<file path="src/rtl/clk_div_monitor_if.sv">
// Divided-clock monitor interface. The master drives the clock under test and reads the
// measurements back. The slave is the monitor that produces those measurements.
interface clk_div_monitor_if #(
    parameter int CNT_W = 8
);
    logic             div_clk;
    logic [CNT_W-1:0] hi_len;
    logic [CNT_W-1:0] lo_len;
    logic             meas_valid;
    logic             locked;
    logic             err;

    modport master (
        output div_clk,
        input  hi_len, lo_len, meas_valid, locked, err
    );

    modport slave (
        input  div_clk,
        output hi_len, lo_len, meas_valid, locked, err
    );
endinterface

</file>
<file path="src/rtl/clk_div_monitor.sv">
// Receive-side checker for a divide-by-2N clock. It measures the high and low run lengths of
// div_clk in i_clk cycles, reports every completed period, and tracks lock and errors.
module clk_div_monitor #(
    parameter int N        = 4,
    parameter int LOCK_CNT = 3,
    parameter int CNT_W    = 8,
    parameter int SYNC     = 2
) (
    input  logic             i_clk,
    input  logic             rst_n,
    clk_div_monitor_if.slave mon
);

    typedef enum logic [1:0] {
        IDLE,
        ARM,
        HIGH,
        LOW
    } state_e;

    localparam int               MW       = $clog2(LOCK_CNT + 1);
    localparam logic [CNT_W-1:0] CNT_MAX  = '1;
    localparam logic [CNT_W-1:0] CNT_ONE  = CNT_W'(1);
    localparam logic [CNT_W-1:0] N_VAL    = CNT_W'(N);
    localparam logic [MW-1:0]    LOCK_VAL = MW'(LOCK_CNT);
    localparam logic [MW-1:0]    MATCH_1  = MW'(1);

    logic [SYNC-1:0]  sync_q;
    logic [SYNC-1:0]  prime_q;
    logic             s_q;
    state_e           state_q,      state_d;
    logic [CNT_W-1:0] run_cnt_q,    run_cnt_d;
    logic [CNT_W-1:0] hi_tmp_q,     hi_tmp_d;
    logic [CNT_W-1:0] hi_len_q,     hi_len_d;
    logic [CNT_W-1:0] lo_len_q,     lo_len_d;
    logic [MW-1:0]    match_q,      match_d;
    logic             locked_q,     locked_d;
    logic             meas_valid_q, meas_valid_d;
    logic             err_q,        err_d;

    logic             s;
    logic             rise;
    logic             fall;
    logic             primed;
    logic [MW-1:0]    match_inc;

    // The synchroniser holds reset zeros until it has been refilled; primed keeps IDLE from
    // mistaking those zeros for a real low level on div_clk.
    assign s      = sync_q[SYNC-1];
    assign primed = prime_q[SYNC-1];
    assign rise   = s & ~s_q;
    assign fall   = ~s & s_q;

    // NOTE: every variable gets a default first so no path can leave it unassigned and infer a latch.
    always_comb begin
        state_d      = state_q;
        run_cnt_d    = run_cnt_q;
        hi_tmp_d     = hi_tmp_q;
        hi_len_d     = hi_len_q;
        lo_len_d     = lo_len_q;
        match_d      = match_q;
        locked_d     = locked_q;
        meas_valid_d = 1'b0;
        err_d        = 1'b0;
        match_inc    = (match_q == LOCK_VAL) ? match_q : match_q + MATCH_1;

        unique case (state_q)
            IDLE: begin
                if (primed && !s) state_d = ARM;
            end
            ARM: begin
                if (rise) begin
                    state_d   = HIGH;
                    run_cnt_d = CNT_ONE;
                end
            end
            HIGH, LOW: begin
                if (run_cnt_q == CNT_MAX) begin
                    // A saturated run means the divided clock has stopped; this wins over an edge.
                    state_d   = IDLE;
                    run_cnt_d = '0;
                    err_d     = 1'b1;
                    match_d   = '0;
                    locked_d  = 1'b0;
                end else if (state_q == HIGH && fall) begin
                    state_d   = LOW;
                    hi_tmp_d  = run_cnt_q;
                    run_cnt_d = CNT_ONE;
                end else if (state_q == LOW && rise) begin
                    state_d      = HIGH;
                    run_cnt_d    = CNT_ONE;
                    hi_len_d     = hi_tmp_q;
                    lo_len_d     = run_cnt_q;
                    meas_valid_d = 1'b1;
                    if (hi_tmp_q == N_VAL && run_cnt_q == N_VAL) begin
                        match_d = match_inc;
                        if (match_inc == LOCK_VAL) locked_d = 1'b1;
                    end else begin
                        err_d    = 1'b1;
                        match_d  = '0;
                        locked_d = 1'b0;
                    end
                end else begin
                    run_cnt_d = run_cnt_q + CNT_ONE;
                end
            end
            default: state_d = IDLE;
        endcase
    end

    // NOTE: registers use non-blocking assignments so every flop samples pre-edge values.
    always_ff @(posedge i_clk or negedge rst_n) begin
        if (!rst_n) begin
            sync_q       <= '0;
            prime_q      <= '0;
            s_q          <= 1'b0;
            state_q      <= IDLE;
            run_cnt_q    <= '0;
            hi_tmp_q     <= '0;
            hi_len_q     <= '0;
            lo_len_q     <= '0;
            match_q      <= '0;
            locked_q     <= 1'b0;
            meas_valid_q <= 1'b0;
            err_q        <= 1'b0;
        end else begin
            sync_q       <= SYNC'({sync_q, mon.div_clk});
            prime_q      <= SYNC'({prime_q, 1'b1});
            s_q          <= s;
            state_q      <= state_d;
            run_cnt_q    <= run_cnt_d;
            hi_tmp_q     <= hi_tmp_d;
            hi_len_q     <= hi_len_d;
            lo_len_q     <= lo_len_d;
            match_q      <= match_d;
            locked_q     <= locked_d;
            meas_valid_q <= meas_valid_d;
            err_q        <= err_d;
        end
    end

    assign mon.hi_len     = hi_len_q;
    assign mon.lo_len     = lo_len_q;
    assign mon.meas_valid = meas_valid_q;
    assign mon.locked     = locked_q;
    assign mon.err        = err_q;

endmodule

</file>
<file path="src/flat_wrapper.sv">
// flat-port wrapper written by rule: the top's interface ports become plain ports
module clk_div_monitor_flat 
#(
    parameter int N        = 4,
    parameter int LOCK_CNT = 3,
    parameter int CNT_W    = 8,
    parameter int SYNC     = 2
)
  (i_clk, rst_n, mon_div_clk, mon_hi_len, mon_lo_len, mon_meas_valid, mon_locked, mon_err);
  clk_div_monitor_if #(.CNT_W(CNT_W)) mon_i ();
  input  logic i_clk;
  input  logic rst_n;
  input wire logic [$bits(mon_i.div_clk)-1:0] mon_div_clk;
  output wire logic [$bits(mon_i.hi_len)-1:0] mon_hi_len;
  output wire logic [$bits(mon_i.lo_len)-1:0] mon_lo_len;
  output wire logic [$bits(mon_i.meas_valid)-1:0] mon_meas_valid;
  output wire logic [$bits(mon_i.locked)-1:0] mon_locked;
  output wire logic [$bits(mon_i.err)-1:0] mon_err;
  assign mon_i.div_clk = mon_div_clk;
  assign mon_hi_len = mon_i.hi_len;
  assign mon_lo_len = mon_i.lo_len;
  assign mon_meas_valid = mon_i.meas_valid;
  assign mon_locked = mon_i.locked;
  assign mon_err = mon_i.err;
  clk_div_monitor #(.N(N), .LOCK_CNT(LOCK_CNT), .CNT_W(CNT_W), .SYNC(SYNC)) u_core (.i_clk(i_clk), .rst_n(rst_n), .mon(mon_i));
endmodule
</file>
<file path="config.mk">
export PLATFORM = sky130hd
export DESIGN_NAME = clk_div_monitor_flat
export DESIGN_NICKNAME = d
export VERILOG_FILES = /design/src/rtl/clk_div_monitor_if.sv /design/src/rtl/clk_div_monitor.sv /design/src/flat_wrapper.sv
export SDC_FILE = /design/constraint.sdc
export NUM_CORES = 1
export LEC_CHECK = 0
export CAP_MARGIN = 0
export CORE_ASPECT_RATIO = 2
export CORE_MARGIN = 2
export CORE_UTILIZATION = 35
export CTS_BUF_LIST = sky130_fd_sc_hd__clkbuf_2 sky130_fd_sc_hd__clkbuf_4 sky130_fd_sc_hd__clkbuf_8
export CTS_CLUSTER_DIAMETER = 150
export CTS_CLUSTER_SIZE = 24
export DETAILED_ROUTE_END_ITERATION = 6
export PLACE_DENSITY = 0.61
export SLEW_MARGIN = 20
export SYNTH_ARGS = -nofsm -noshare
export SYNTH_HDL_FRONTEND = slang
export SYNTH_SLANG_ARGS = --single-unit
</file>
<file path="constraint.sdc">
create_clock -name i_clk -period 1.68 [get_ports i_clk]
set_input_delay 0.336 -clock i_clk [delete_from_list [all_inputs] [get_ports i_clk]]
set_output_delay 0.336 -clock i_clk [all_outputs]
set_load 0.02 [all_outputs]
</file>
**Yosys cells after proc, flatten, opt, wreduce, memory -nomap -nowiden**

Index checks and enable logic that the tools add are counted.

- Word-level logic and storage cells: 78
- Register bits after elaboration: 44
- Input bits: 3

- Add/subtract/negate cells: 2
- Equality and inequality tests: 13
- Bitwise logic cells: 6
- Reduce and logical (&&, ||, !) cells: 15
- Multiplexer cells: 30

Operators by type and width:

| operator | number |
|---|---|
| 2-to-1 mux 8 bit | 4 |
| 2-to-1 mux 2 bit | 10 |
| == test 8 x 3 -> 1 bit (second input constant) | 2 |
| case mux 8 bit (2 select lines) | 1 |
| 2-to-1 mux 1 bit | 14 |
| AND reduction 3 bit | 3 |
| adder 8 x 1 -> 8 bit (second input constant) | 1 |
| == test 2 bit (second input constant) | 4 |
| == test 8 bit (second input constant) | 1 |
| AND reduction 4 bit | 2 |
| != test 2 x 1 -> 1 bit (second input constant) | 3 |
| case mux 2 bit (3 select lines) | 1 |
| logical AND 1 bit | 4 |
| != test 4 x 1 -> 1 bit (second input constant) | 1 |
| inverter 1 bit | 4 |
| nonzero test 2 bit | 2 |
| != test 3 x 2 -> 1 bit (second input constant) | 1 |
| adder 2 x 1 -> 2 bit (second input constant) | 1 |
| bitwise AND 1 bit | 2 |
| == test 2 x 1 -> 1 bit (second input constant) | 1 |
| zero test 2 bit | 1 |
| AND reduction 2 bit | 1 |
| OR reduction 2 bit | 1 |
| zero test 1 bit | 1 |

**Logic depth before layout (Yosys ltp)**

- Depth after elaboration: 8
- Mapped depth: 6

**Worst setup path before layout**

No wires, ideal clock.

- Path type: register to register
- Start point: register u_core.run_cnt_q[3]
- End point: register u_core.hi_len_q[0] (netlist: u_core.mon.hi_len[0])
- Cell stages (with the launch flop): 7
- Setup time: 125 ps
- Setup slack: 107 ps
- Arrival: 1,447 ps
- Period minus slack after synthesis: 1,573 ps
- Path through: dfrtp_1 > buf_2 > and4_4 > nand4_4 > nand3_4 > buf_12 > mux2_4

- Cells in the longest elaborated chain, start to end: 3

Ends and longest elaborated chain:

| what | RTL line | text |
|---|---|---|
| start: declaration | clk_div_monitor.sv:32 | `logic [CNT_W-1:0] run_cnt_q, run_cnt_d;` |
| start signal: assignment | clk_div_monitor.sv:131 | `run_cnt_q <= run_cnt_d;` |
| == test 8 bit | clk_div_monitor.sv:78 | `if (run_cnt_q == CNT_MAX) begin` |
| inverter 1 bit (no source line) | -- |  |
| AND reduction 4 bit (no source line) | -- |  |
| end signal: assignment | clk_div_monitor.sv:133 | `hi_len_q <= hi_len_d;` |
| end: declaration | clk_div_monitor.sv:34 | `logic [CNT_W-1:0] hi_len_q, hi_len_d;` |

No other way between the ends.
A chain may end at the register's enable or synchronous reset.

**Worst setup path in the final report**

- Start point: register u_core.lo_len_q[0] (netlist: u_core.mon.lo_len[0])
- End point: output port mon_lo_len[0]

RTL lines:

| what | RTL line | text |
|---|---|---|
| start: declaration | clk_div_monitor.sv:35 | `logic [CNT_W-1:0] lo_len_q, lo_len_d;` |
| start signal: assignment | clk_div_monitor.sv:134 | `lo_len_q <= lo_len_d;` |
| end: declaration | flat_wrapper.sv:15 | `output wire logic [$bits(mon_i.lo_len)-1:0] mon_lo_len;` |

No word-level cell between the ends.

==> flow_results.org <==
** Clock network
- H-tree depth reported by CTS :: 2
- Clock Sinks :: 44
- Number of buffers inserted for hold repair after clock tree synthesis :: 0
- Setup bufs post-CTS :: 0
- Maximum number of buffers from clock root to sink :: 2
- Clock-pin slew was measured on the worst setup and hold paths at 0.09 ns.
- For the worst-skew pair, the clock arrives at the later sink with an insertion delay of 0.30 ns.
- In this run the clock root is driven by a clkbuf_8.
- CTS tree :: yes
- Counting the buffers created by CTS gives 5.

** Logic synthesis
- Post-synthesis async set-or-reset flop share :: 100%
- Adder-cell share of the synthesized area :: 1.30%
- Among all cell types in the netlist, the one instantiated most often is dfrtp_1.
- After synthesis, the largest family of logic cells by area is multiplexers.
- For this run, the leading register cell type out of synthesis is dfrtp_1.
- The synthesized design spends more area on one cell type than any other, namely dfrtp_1.
- In this run, synthesis inferred 0 flip-flops with an integrated enable.
- Yosys attributes the largest share of cell area to dfrtp_1 (57%), mux2_4 (7.8%), mux2_2 (6.4%).
- Mapped Avg Cell Area :: 13.2 µm²
- Synth Net Count :: 151
- Summing the areas of all xor and xnor instances in the mapped netlist gives 2.27% of the synthesized area.
- Compound-gate portion of the synthesized area :: 9.20%
- Syn Std Cell Area :: 0.00193 mm²
- The commonest cells after synthesis are dfrtp_1 (44), mux2_2 (11), mux2_4 (10).
- For this run, the number of Yosys warnings is 0.
- Portion of the post-synthesis area used by sequential elements :: 57.0%
- Portion of netlist area occupied by mux cells :: 14.2%
- Number of distinct library cells after synthesis :: 38
- Counting every instance in the synthesized netlist gives 146.
- Simple-Gate Fraction of Synth Area :: 11.7%
- Number of flip-flops and latches in the synthesized netlist :: 44
- After synthesis, the largest area contributor takes up 57.0% of total cell area.

** Placed design
- Detailed placement ended at an HPWL of 3000 µm.
- RD Place Congestion :: 0.801
- Cell Count Post-Placement :: 234
- Post-placement cell area :: 0.00225 mm²
- Number of port buffers :: 21

** Setup path
- Among all stages on the critical path, the largest delay is contributed by clkdlybuf4s50_1.
- Critical-path cell list :: clkdlybuf4s50_1
- STA puts the critical path data arrival time at 1.30 ns.
- Along the worst path, the maximum fanout reaches 2.
- The largest single stage delay on the critical path is 0.62 ns.
- Data on the critical path is required at its endpoint by 1.34 ns.
- STA classifies the critical path endpoint as a primary output.
- The worst setup path is of the flip-flop to primary output kind.
- On the critical path the largest part of the delay comes from buffers and inverters.
- STA classifies the critical path startpoint as a flip-flop.
- CP Buf/Inv Count :: 1

** GRT
- The via count of the first global-routing pass is 1373.
- The number of antenna violations at the first check in global routing came to 0.
- For this run, the total global-route usage over all layers was measured as 14.6%.
- After global routing the overflow that remains totals 0.
- Entering global routing, the biggest net connects 45 pins.
- First-pass GRT wire length :: 6780 µm

** Power
- Internal power comes to 2.77 mW.
- Summed over all nets, the switching power comes to 1.24 mW.
- Sequential cells account for 38.6% of the total power.
- Of the total power, the clock network draws 27.5%.
- Net switching is 31.0% of the power.
- Combinational cells account for 33.9% of the total power.
- The completed layout was analyzed and its total power is 4.02 mW.
- Summed over all cells, the static leakage comes to 1.15 nW.
- The worst-case IR drop observed on VDD is 0.933 mV.
- In this run the power density over the cells is 1650 mW/mm².

** Route
- Summing over every cut layer, the via total after detailed routing is 1307.
- Dividing the detail-routed wire length by the instance count gives 17.0 µm.
- In the routed design, unresolved DRC markers number 0.
- The final layout contains routed wiring with a total length of 4120 µm.
- After detailed routing, the number of vias per cell comes to 5.40.
- Residual antenna-violating net count after detailed routing :: 0
- The first detailed-routing pass ran for 6 iterations.
- Starting DRC count in detailed routing :: 37

** Timing
- F_max :: 0.612 GHz
- Number of max-slew violations in the final report :: 0
- Total negative slack for setup checks :: 0 ns
- Clock skew on the completed layout was measured at 0.00894 ns.
- Relative slew slack :: 63.0%
- RSZ-0062 raised after global routing :: false
- Min Tclk post-route :: 1.63 ns
- Transition at the pin with the smallest max-transition slack :: 0.555 ns
- Hold slack :: 0.0935 ns
- Finish-stage setup viols :: 0
- Final hold viol count :: 0
- Post-route clock period utilization :: 97.2%

** Floorplan
- The initial utilization of the core area, before any placement, comes to 35.9%.
- Overall die height :: 109 µm
- In this run the core area contains 38 standard-cell rows.
- Floorplan Core Area :: 0.00537 mm²
- Die Footprint :: 0.00616 mm²
- 22 I/O pins were placed.
- Die X-Extent :: 56.5 µm

** Final layout
- Antenna diode instance count :: 0
- The area growth from synthesis to layout is 25.8%.
- Non-filler cells, final :: 242
- In the final design database the tool counted 186 nets.
- Finished layout cell area :: 0.00243 mm²
- In the final layout, the share of cells above drive strength 1 is 29.1%.

** Outcome
- The run finished with clean final reports.

** Worst hold path
- The path class of the tightest hold or removal check is input pin to async pin.

** Flow run
- # Max-Cap Violations :: 0
==> power by group through the flow <==
stage | sequential (mW) | clock, mW | combinational [mW]
2_1_floorplan | 1.68 | 0 | 0.657
3_3_place_gp | 1.56 | 0 | 1.31
3_5_place_dp | 1.57 | 0 | 1.35
4_1_cts | 1.55 | 1.12 | 1.35
5_1_grt | 1.58 | 1.16 | 1.47
6_report | 1.55 | 1.11 | 1.36
==> cell usage in the layout, fill, tap and decap left out, drive strengths merged, types with 5 or more instances in the layout <==
cell type	Yosys	final
clkbuf	1	5
a21oi	6	6
buf	5	14
xor2	5	5
dfrtp	44	44
nand2	5	5
inv	7	7
mux2	21	21
nor2	8	8
o21ai	10	10
clkdlybuf4s50	0	20
==> layer usage <==
metal  wire [µm]  part of all wire, %  vias up  GRT usage (%)
met1        1470                   36      672           14.1
li1            -                    -      590              -
met5           0                    0        -              0
met4         212                  5.1        0           9.35
met2        2290                   55       32           27.2
met3         153                  3.7       13           3.08
==> sequential cells by signal, indices dropped and copies added (netlist names), 2 cells and up <==
signal,cells
u_core.run_cnt_q,8
u_core.sync_q,2
u_core.mon.hi_len,8
u_core.hi_tmp_q,8
u_core.mon.lo_len,8
u_core.prime_q,2
u_core.match_q,2
u_core.state_q,2
==> through the flow <==
step           setup WS, ns  utilization [%]
2_1_floorplan         0.107                -
3_3_place_gp         0.0734             42.0
5_1_grt              0.0179             45.2
6_report             0.0465             45.2
3_5_place_dp         0.0241             42.0
4_1_cts             0.00766             44.9
==> final cells by class <==
class | count | area, µm²
fill | 515 | 2940
clock buffer | 5 | 68.8
clock inverter | 3 | 90.1
multi-input combinational | 89 | 764
sequential | 44 | 1100
tap | 60 | 75.1
inverter | 7 | 26.3
timing repair buffer | 34 | 303
==> final timing paths <==
kind | startpoint | to | slack, ns | cells past startpoint
worst max register to register | u_core.run_cnt_q[0] | u_core.mon.lo_len[7] | 0.08 | 4
max in group asynchronous | rst_n | u_core.mon.hi_len[5] | 1.20 | 2
worst min register to register | u_core.prime_q[0] | u_core.prime_q[1] | 0.35 | 0
worst min-delay path | rst_n | u_core.run_cnt_q[4] | 0.09 | 2
worst max-delay path | u_core.mon.lo_len[0] | mon_lo_len[0] | 0.05 | 1
min in group i_clk | u_core.prime_q[0] | u_core.prime_q[1] | 0.35 | 0
==> cells by family after synthesis <==
kind of cell | count (synthesis)
xor gates and xnor gates | 5
adders and majority gates | 2
muxes | 21
and+or+nand+nor | 32
DFF | 44
other | 1
buffers and inverters | 13
AOI/OAI and AO/OA | 28
==> timing repair <==
action	CTS	global route
setup endpoints to repair	0	18
gates resized for setup	0	4
endpoints found under the hold margin	0	0
(Power assumes the default switching activity.)
